===== config.mk =====
export PLATFORM = sky130hd
export DESIGN_NAME = pwm_multi_channel_flat
export DESIGN_NICKNAME = d
export VERILOG_FILES = /design/src/rtl/pwm_multi_channel_if.sv /design/src/rtl/pwm_multi_channel.sv /design/src/flat_wrapper.sv
export SDC_FILE = /design/constraint.sdc
export NUM_CORES = 1
export LEC_CHECK = 0
export CAP_MARGIN = 20
export CORE_ASPECT_RATIO = 0.5
export CORE_MARGIN = 10
export CORE_UTILIZATION = 50
export CTS_BUF_LIST = sky130_fd_sc_hd__clkbuf_4 sky130_fd_sc_hd__clkbuf_8 sky130_fd_sc_hd__clkbuf_16
export DETAILED_ROUTE_END_ITERATION = 16
export GPL_TIMING_DRIVEN = 0
export PLACE_DENSITY = 0.73
export REMOVE_ABC_BUFFERS = 1
export SLEW_MARGIN = 20
export SYNTH_ARGS = -nofsm -noshare
export SYNTH_HDL_FRONTEND = slang
export SYNTH_SLANG_ARGS = --single-unit

===== constraint.sdc =====
create_clock -name CLK -period 2.9 [get_ports CLK]
set_input_delay 0.435 -clock CLK [delete_from_list [all_inputs] [get_ports CLK]]
set_output_delay 0.435 -clock CLK [all_outputs]
set_load 0.02 [all_outputs]

===== src/rtl/pwm_multi_channel_if.sv =====
// Write bus for pwm_multi_channel: strobe, channel select and duty value.
interface pwm_multi_channel_if #(
    parameter int CH_BITS = 2,
    parameter int WIDTH   = 8
);
    logic               WR_EN;
    logic [CH_BITS-1:0] WR_CH;
    logic [WIDTH-1:0]   WR_DUTY;

    modport master (output WR_EN, WR_CH, WR_DUTY);
    modport slave  (input  WR_EN, WR_CH, WR_DUTY);
endinterface


===== src/rtl/pwm_multi_channel.sv =====
// Multi-channel PWM with a shared prescaled period counter and double-buffered duties.
// Define PWM_CENTER_ALIGN_EN for a centre-aligned (triangle) counter instead of edge-aligned.
module pwm_multi_channel #(
    parameter int CH       = 4,
    parameter int CH_BITS  = 2,
    parameter int WIDTH    = 8,
    parameter int PRESCALE = 120
) (
    input  logic                 CLK,
    input  logic                 RST,
    pwm_multi_channel_if.slave   bus,
    output logic                 PERIOD_END,
    output logic [CH-1:0]        MOUT
);
    localparam int PW = (PRESCALE > 1) ? $clog2(PRESCALE) : 1;
    localparam logic [WIDTH-1:0] MAX = '1;
    localparam logic [PW-1:0] PRESC_LAST = PW'(PRESCALE - 1);

    logic [PW-1:0]    presc;
    logic             tick;
    logic [WIDTH-1:0] cnt;
    logic [WIDTH-1:0] cnt_next;
    logic             reload;
    logic [WIDTH-1:0] shadow [CH];
    logic [WIDTH-1:0] active [CH];
    logic [CH-1:0]    mout_next;

    assign tick = (presc == PRESC_LAST);

    always_ff @(posedge CLK) begin
        if (RST || tick) begin
            presc <= '0;
        end else begin
            presc <= presc + 1'b1;
        end
    end

`ifdef PWM_CENTER_ALIGN_EN
    typedef enum logic {DIR_UP, DIR_DOWN} dir_t;
    dir_t dir;
    dir_t dir_next;

    always_ff @(posedge CLK) begin
        if (RST) begin
            cnt <= '0;
            dir <= DIR_UP;
        end else begin
            cnt <= cnt_next;
            dir <= dir_next;
        end
    end

    // The valley (cnt==0 while heading down) is held for one tick and is the reload point.
    always_comb begin
        cnt_next = cnt;
        dir_next = dir;
        reload   = 1'b0;
        if (tick) begin
            if (dir == DIR_UP) begin
                if (cnt == MAX) begin
                    dir_next = DIR_DOWN;
                    cnt_next = cnt - 1'b1;
                end else begin
                    cnt_next = cnt + 1'b1;
                end
            end else begin
                if (cnt == '0) begin
                    dir_next = DIR_UP;
                    cnt_next = cnt + 1'b1;
                    reload   = 1'b1;
                end else begin
                    cnt_next = cnt - 1'b1;
                end
            end
        end
    end
`else
    always_ff @(posedge CLK) begin
        if (RST) begin
            cnt <= '0;
        end else begin
            cnt <= cnt_next;
        end
    end

    always_comb begin
        cnt_next = cnt;
        reload   = 1'b0;
        if (tick) begin
            cnt_next = cnt + 1'b1;
            reload   = (cnt == MAX);
        end
    end
`endif

    // Reload samples the pre-write shadow value, so a colliding write lands a period later.
    always_ff @(posedge CLK) begin
        for (int unsigned i = 0; i < CH; i++) begin
            if (RST) begin
                shadow[i] <= '0;
                active[i] <= '0;
            end else begin
                if (bus.WR_EN && (bus.WR_CH == CH_BITS'(i))) begin
                    shadow[i] <= bus.WR_DUTY;
                end
                if (reload) begin
                    active[i] <= shadow[i];
                end
            end
        end
    end

    always_comb begin
        mout_next = '0;
        for (int unsigned i = 0; i < CH; i++) begin
            mout_next[i] = (cnt < active[i]);
        end
    end

    always_ff @(posedge CLK) begin
        if (RST) begin
            MOUT       <= '0;
            PERIOD_END <= 1'b0;
        end else begin
            MOUT       <= mout_next;
            PERIOD_END <= reload;
        end
    end
endmodule


===== src/flat_wrapper.sv =====
// flat-port wrapper written by rule: the top's interface ports become plain ports
module pwm_multi_channel_flat 
#(
    parameter int CH       = 4,
    parameter int CH_BITS  = 2,
    parameter int WIDTH    = 8,
    parameter int PRESCALE = 120
)
  (CLK, RST, PERIOD_END, MOUT, bus_WR_EN, bus_WR_CH, bus_WR_DUTY);
  pwm_multi_channel_if #(.CH_BITS(CH_BITS), .WIDTH(WIDTH)) bus_i ();
  input  logic CLK;
  input  logic RST;
  output logic PERIOD_END;
  output logic [CH-1:0] MOUT;
  input wire logic [$bits(bus_i.WR_EN)-1:0] bus_WR_EN;
  input wire logic [$bits(bus_i.WR_CH)-1:0] bus_WR_CH;
  input wire logic [$bits(bus_i.WR_DUTY)-1:0] bus_WR_DUTY;
  assign bus_i.WR_EN = bus_WR_EN;
  assign bus_i.WR_CH = bus_WR_CH;
  assign bus_i.WR_DUTY = bus_WR_DUTY;
  pwm_multi_channel #(.CH(CH), .CH_BITS(CH_BITS), .WIDTH(WIDTH), .PRESCALE(PRESCALE)) u_core (.CLK(CLK), .RST(RST), .bus(bus_i), .PERIOD_END(PERIOD_END), .MOUT(MOUT));
endmodule

==> out/metrics.cfg, run 1 <==
[status]
run_status = finished clean

[finish]
finalNetCount = 392
n_fill_cell = 583
areaGrowthSynthToFinish_pct = 14.40
layout-drive-gt1-share_pct = 6.497
post-route-util_pct = 60.31
diodes = 0
fin_area_mm2 = 0.004532

[routing]
vias = 2435
wl_met2_um = 3435
routedWlPerCell_um = 16.13
routed.top_layer = met4
via_per_inst = 5.271
drc_errors = 0
ant_nets = 0
met1_length_um = 3522
met3_length_um = 400
drt_iter0_markers = 230
routed_wl_um = 7454
dr.pass1.iters = 4

[floorplanning]
ioPinCount = 18
initial_core_util_pct = 52.71
dieArea_mm2 = 0.01210
dieWidth_um = 145.9
die_h_um = 82.94
coreArea_mm2 = 0.007515
fp-row-count = 22

[worst_hold_path]
min_to = u_core.presc[0]$_SDFF_PP0_
timing.hold.worst_path_depth = 1
worstHoldPathType = register to register
hp-start = u_core.presc[0]$_SDFF_PP0_

[power_and_ir_drop]
power_leakage_nw = 1.807
power_density_mw_per_mm2 = 582.4
peakVddDrop_uv = 335.7
power_mw = 2.639

[sta]
fin_crit_ns = 2.351
hold_viol_final = 0
setup_violations = 0
finalClockSkew_ns = 0.009116
tightest_slew_ns = 0.8242
slew_violations = 0
rsz0062_at_grt = no
max_freq_mhz = 425.4
slew_headroom_pct = 44.94
setup_tns_ns = 0
finalCritPeriodShare_pct = 81.06

[place]
gp_congestion = 0.7986
portBuffers = 17
placed_area_mm2 = 0.004229
dp_hpwl_um = 5322

[logic_synthesis]
synth_edf_count = 64
syn_avg_cell_area_um2 = 12.08
ys.flop_type = edfxtp_1
synth_cell_type_count = 38
synthesis.instances = 328
async_reset_ff_share_pct = 0
synth_seq_area_share_pct = 58.62
syn-cell-area_mm2 = 0.003961
synth_seq_cells = 84
synth-warning-count = 0

[setup_path]
crit_slowest_cell = a31o_2
rr_startpoint = u_core.cnt[0]$_SDFFE_PP0P_
crit_type = register to register
crit_path_end_kind = register
path_cells = ha_1 -> nand3b_1 -> nor3_1 -> a31o_2
ff2ff_path_depth = 4
crit_path_max_incr_delay_ns = 0.69
crit_arrival_ns = 2.31
critPathMaxFanout = 32
required_ns = 2.86
cp_top_family = compound AO/OA/AOI/OAI gates
regToRegSetupSlack_ns = 0.55
r2r-end = u_core.active[2][5]$_SDFFCE_PN0P_
cp_num_buf_inv = 0
cp-start-kind = register

[global_routing]
grt_pass1_vias = 2412
antenna_found_initial = 0
grt_first_pass_wirelength_um = 12110
grt_usage_pct = 12.26
grt_max_degree = 34
grt_overflow = 0

[clock_network]
cts.clk_slew.worst_paths_ns = 0.06
clkSinkCount = 84
cts_tree = done
cts_resized = 0
hold_buffers = 0
worstSkewPairLatency_ns = 0.34
htreeDepth = 3
cts_max_path_buffers = 2
root_buffer = clkbuf_16
numCtsBuffers = 9
cts_setup_buffers = 0

[run]
drv_cap = 0

worst max-delay path by stage:
stage	start	end	slack [ns]	cells after the start
after floorplan	u_core.presc[0]$_SDFF_PP0_	u_core.active[0][0]$_SDFFCE_PN0P_	0.96	4
after global placement	RST	u_core.active[1][7]$_SDFFCE_PN0P_	-0.18	4
after detailed placement	RST	u_core.active[1][4]$_SDFFCE_PN0P_	-0.30	4
after CTS	RST	u_core.active[1][4]$_SDFFCE_PN0P_	0.03	4
after global routing	u_core.cnt[1]$_SDFFE_PP0P_	u_core.active[2][7]$_SDFFCE_PN0P_	0.36	4
final	u_core.cnt[0]$_SDFFE_PP0P_	u_core.active[2][5]$_SDFFCE_PN0P_	0.55	4
routing by layer:
| layer | track usage, % | vias to the layer above |
|---|---|---|
| met2 | 19.35 | 52 |
| li1 | - | 1212 |
| met3 | 4.221 | 8 |
| met4 | 4.076 | 0 |
| met5 | 0 | - |
| met1 | 15.39 | 1163 |
stage by stage:
step	cells	setup slack [ns]	hold slack [ns]
after global routing	462	0.3584	0.5208
after floorplan	320	0.9568	0.4423
final	462	0.5493	0.4918
after CTS	461	0.03382	0.4968
after global placement	445	-0.1840	0.4672
after detailed placement	445	-0.2997	0.4873
placed cells by master, fill, tap and decap left out, drive strengths merged, types with 5 or more instances in the layout:
master         instances
and2                  64
edfxtp                64
inv                   32
ha                    30
dfxtp                 20
clkdlybuf4s50         16
nor3                  13
a21oi                 13
o21ai                 12
nor2                  11
clkbuf                10
nor3b                  7
nand2                  5
nor2b                  5
cell type report:
cell class	instances	area (um2)	share of cell area, %
Clock buffer	10	232.7	5.135
Clock inverter	6	63.81	1.408
Inverter	31	116.4	2.568
Multi-Input combinational cell	205	1485	32.77
Sequential cell	84	2322	51.24
Tap cell	108	135.1	2.982
Timing Repair Buffer	18	176.4	3.893
cells by family (layout without fill, tap and decap cells):
| group | Yosys count | count (layout) | share of synthesized area [%] |
|---|---|---|---|
| and+or+nand+nor | 129 | 129 | 20.34 |
| DFF | 84 | 84 | 58.62 |
| AOI/OAI and AO/OA | 41 | 41 | 6.444 |
| buffers and inverters | 39 | 65 | 3.885 |
| adders and majority gates | 30 | 30 | 9.476 |
| xor gates and xnor gates | 3 | 3 | 0.6634 |
| muxes | 2 | 2 | 0.5685 |
power breakdown:
group          internal (mW)  switching [mW]
sequential              1.36          0.0269
clock                  0.676           0.459
combinational         0.0486          0.0687
total                   2.08           0.555
Yosys cell counts, types with 2 or more instances:
| cell | instances | area share, % |
|---|---|---|
| o21bai_1 | 4 | 0.76 |
| xor2_1 | 2 | 0.44 |
| nor3b_1 | 7 | 1.3 |
| a21oi_1 | 13 | 1.6 |
| nand3_1 | 4 | 0.51 |
| nand2_1 | 5 | 0.47 |
| nor3_1 | 13 | 1.6 |
| and4_1 | 2 | 0.44 |
| a2111oi_0 | 3 | 0.66 |
| clkbuf_1 | 4 | 0.38 |
| nor2_1 | 11 | 1.0 |
| nor2b_1 | 5 | 0.79 |
| or3_1 | 2 | 0.32 |
| nor4_1 | 2 | 0.32 |
| o21ai_0 | 12 | 1.5 |
| edfxtp_1 | 64 | 49 |
| ha_1 | 30 | 9.5 |
| inv_1 | 31 | 2.9 |
| clkbuf_2 | 2 | 0.25 |
| dfxtp_1 | 20 | 10 |
| or4_1 | 3 | 0.57 |
| nand2b_1 | 3 | 0.47 |
| mux2_2 | 2 | 0.57 |
| and2_1 | 64 | 10 |
| o2111ai_1 | 3 | 0.66 |
| nand3b_1 | 3 | 0.57 |
| o31ai_1 | 3 | 0.57 |
flip-flops by register name, indices dropped and copies added, names as in the netlist:
register / count
u_core.cnt: 8
u_core.presc: 7
u_core.PERIOD_END: 1
u_core.shadow: 32
u_core.MOUT: 4
u_core.active: 32
Power figures use the tool's default switching activity.
==> inputs of run 2 (changes only) <==
==> constraint.sdc (replaced) <==
create_clock -name CLK -period 2.45 [get_ports CLK]
set_input_delay 0.3675 -clock CLK [delete_from_list [all_inputs] [get_ports CLK]]
set_output_delay 0.3675 -clock CLK [all_outputs]
set_load 0.02 [all_outputs]
==> out/metrics.cfg, run 2 (synthesis gave the netlist of run 1 again) <==
[floorplanning]
ioPinCount = 18  ; unchanged
coreArea_mm2 = 0.007515  ; unchanged
fp-row-count = 22  ; unchanged
initial_core_util_pct = 52.71  ; unchanged
dieWidth_um = 145.9  ; unchanged
die_h_um = 82.94  ; unchanged
dieArea_mm2 = 0.01210  ; unchanged

[clock_network]
cts.clk_slew.worst_paths_ns = 0.06  ; about the same
clkSinkCount = 84  ; unchanged
cts_tree = done  ; unchanged
hold_buffers = 0  ; unchanged
cts_setup_buffers = 0  ; unchanged
htreeDepth = 3  ; unchanged
root_buffer = clkbuf_16  ; unchanged
worstSkewPairLatency_ns = 0.34  ; about the same
cts_max_path_buffers = 2  ; unchanged
numCtsBuffers = 9  ; unchanged

[routing]
ant_nets = 0  ; unchanged
routedWlPerCell_um = 17.07  ; was 16.13 um
via_per_inst = 5.410  ; was 5.271
drt_iter0_markers = 209  ; was 230
routed_wl_um = 7905  ; was 7454 um
dr.pass1.iters = 5  ; was 4
vias = 2505  ; was 2435
drc_errors = 0  ; unchanged

[global_routing]
grt_max_degree = 33  ; was 34
grt_overflow = 0  ; unchanged
grt_usage_pct = 12.71  ; was 12.26%
antenna_found_initial = 0  ; unchanged
grt_pass1_vias = 2450  ; was 2412
grt_first_pass_wirelength_um = 12480  ; was 12110 um

[run]
drv_cap = 0  ; unchanged

[power_and_ir_drop]
power_density_mw_per_mm2 = 685.2  ; was 582.4 mW/mm2
power_leakage_nw = 1.827  ; was 1.807 nW
peakVddDrop_uv = 397.3  ; was 335.7 uV

[setup_path]
regToRegSetupSlack_ns = 0.20  ; was 0.55 ns
crit_arrival_ns = 2.45  ; was 2.31 ns
crit_type = register to register  ; unchanged
crit_slowest_cell = nor4_4  ; was a31o_2
crit_path_end_kind = register  ; unchanged
rr_startpoint = u_core.cnt[0]$_SDFFE_PP0P_  ; unchanged
r2r-end = u_core.active[1][4]$_SDFFCE_PN0P_  ; was u_core.active[2][5]$_SDFFCE_PN0P_
cp-start-kind = register  ; unchanged
cp_top_family = simple AND/OR/NAND/NOR gates  ; was compound AO/OA/AOI/OAI gates
path_cells = ha_1 -> nand3b_1 -> nor4_4 -> and2_1  ; was ha_1 -> nand3b_1 -> nor3_1 -> a31o_2
crit_path_max_incr_delay_ns = 0.69  ; about the same
required_ns = 2.65  ; was 2.86 ns
cp_num_buf_inv = 0  ; unchanged
ff2ff_path_depth = 4  ; unchanged
critPathMaxFanout = 17  ; was 32

[sta]
fin_crit_ns = 2.254  ; was 2.351 ns
finalCritPeriodShare_pct = 92.01  ; was 81.06%
hold_ws_ns = 0.4962  ; was 0.4918 ns
tightest_slew_ns = 0.8211  ; was 0.8242 ns
setup_violations = 0  ; unchanged
rsz0062_at_grt = no  ; unchanged
hold_viol_final = 0  ; unchanged
slew_headroom_pct = 45.14  ; was 44.94%
slew_violations = 0  ; unchanged
finalClockSkew_ns = 0.008281  ; was 0.009116 ns
max_freq_mhz = 443.6  ; was 425.4 MHz

[worst_hold_path]
worstHoldPathType = register to register  ; unchanged
hp-start = u_core.presc[0]$_SDFF_PP0_  ; unchanged
min_to = u_core.presc[0]$_SDFF_PP0_  ; unchanged
timing.hold.worst_path_depth = 1  ; unchanged

[finish]
layout.cells.non_filler = 463  ; was 462
n_fill_cell = 578  ; was 583
post-route-util_pct = 60.86  ; was 60.31%
diodes = 0  ; unchanged
largestRegisters = u_core.active: 32 flops, u_core.shadow: 32 flops, u_core.cnt: 8 flops  ; unchanged
finalNetCount = 393  ; was 392
final_cell_mix = and2_1 (64), edfxtp_1 (64), inv_1 (31), ha_1 (30), dfxtp_1 (20)  ; unchanged
layout-drive-gt1-share_pct = 7.042  ; was 6.497%
areaGrowthSynthToFinish_pct = 15.45  ; was 14.40%
fin_area_mm2 = 0.004573  ; was 0.004532 mm2

[place]
gp_congestion = 0.7986  ; unchanged
dp_cells = 445  ; unchanged
portBuffers = 17  ; unchanged
placed_area_mm2 = 0.004229  ; unchanged
dp_hpwl_um = 5322  ; unchanged

[status]
run_status = finished clean  ; unchanged

run 2: cell count changes in the layout (fill, tap and decap cells not counted), sizes merged:
cell  previous run  this run
buf              2         1
a31o             1         2
nor4             3         4
run 2: area by class of cell:
type | count | area [um2] | area share [%]
Inverter | 31 | 116.4 | 2.544
Clock buffer | 10 | 232.7 | 5.089
Clock inverter | 6 | 63.81 | 1.395
Multi-Input combinational cell | 207 | 1538 | 33.63
Timing Repair Buffer | 17 | 165.2 | 3.611
Sequential cell | 84 | 2322 | 50.78
Tap cell | 108 | 135.1 | 2.955
run 2: worst reg2reg max path: stages (launching register included):
cell and delay, ns:
dfxtp_1 0.59, ha_1 0.22, nand3b_1 0.36, nor4_4 0.69, and2_1 0.26
run 2: power by group:
part | internal (mW) | switching, mW
sequential | 1.61 | 0.0323
clock | 0.801 | 0.550
combinational | 0.0597 | 0.0825
total | 2.47 | 0.664
run 2: routing by layer:
layer / up-vias / share of wire (%) / global-route usage (%)
met4: 0 / 1.5 / 4.076
li1: 1224 / - / -
met5: - / 0 / 0
met2: 68 / 45 / 19.84
met3: 12 / 5.8 / 4.221
met1: 1201 / 47 / 16.28
run 2: metrics by stage:
stage          total power [mW]  TNS, ns  setup slack, ns
6_report                  3.133        0           0.1957
3_3_place_gp              1.795   -25.63          -0.5665
4_1_cts                   3.138        0          0.09981
5_1_grt                   3.243        0          0.02732
2_1_floorplan             1.733        0           0.5068
3_5_place_dp              1.812   -34.51          -0.6822
run 2: worst max path at each step:
| stage | from | to | slack [ns] | cells after the start |
|---|---|---|---|---|
| final | u_core.cnt[0]$_SDFFE_PP0P_ | u_core.active[1][4]$_SDFFCE_PN0P_ | 0.20 | 4 |
| after global routing | u_core.cnt[1]$_SDFFE_PP0P_ | u_core.active[1][4]$_SDFFCE_PN0P_ | 0.03 | 4 |
| after CTS | RST | u_core.active[1][4]$_SDFFCE_PN0P_ | 0.1 | 4 |
| after detailed placement | RST | u_core.active[1][4]$_SDFFCE_PN0P_ | -0.68 | 4 |
| after global placement | RST | u_core.active[1][7]$_SDFFCE_PN0P_ | -0.57 | 4 |
| after floorplan | u_core.presc[0]$_SDFF_PP0_ | u_core.active[0][0]$_SDFFCE_PN0P_ | 0.51 | 4 |
run 2: repair_timing:
item | CTS | global route
endpoints found under the setup margin | 33 | 36
resized for setup | 3 | 2
gates cloned | 1 | 1
pin swaps | 1 | 1
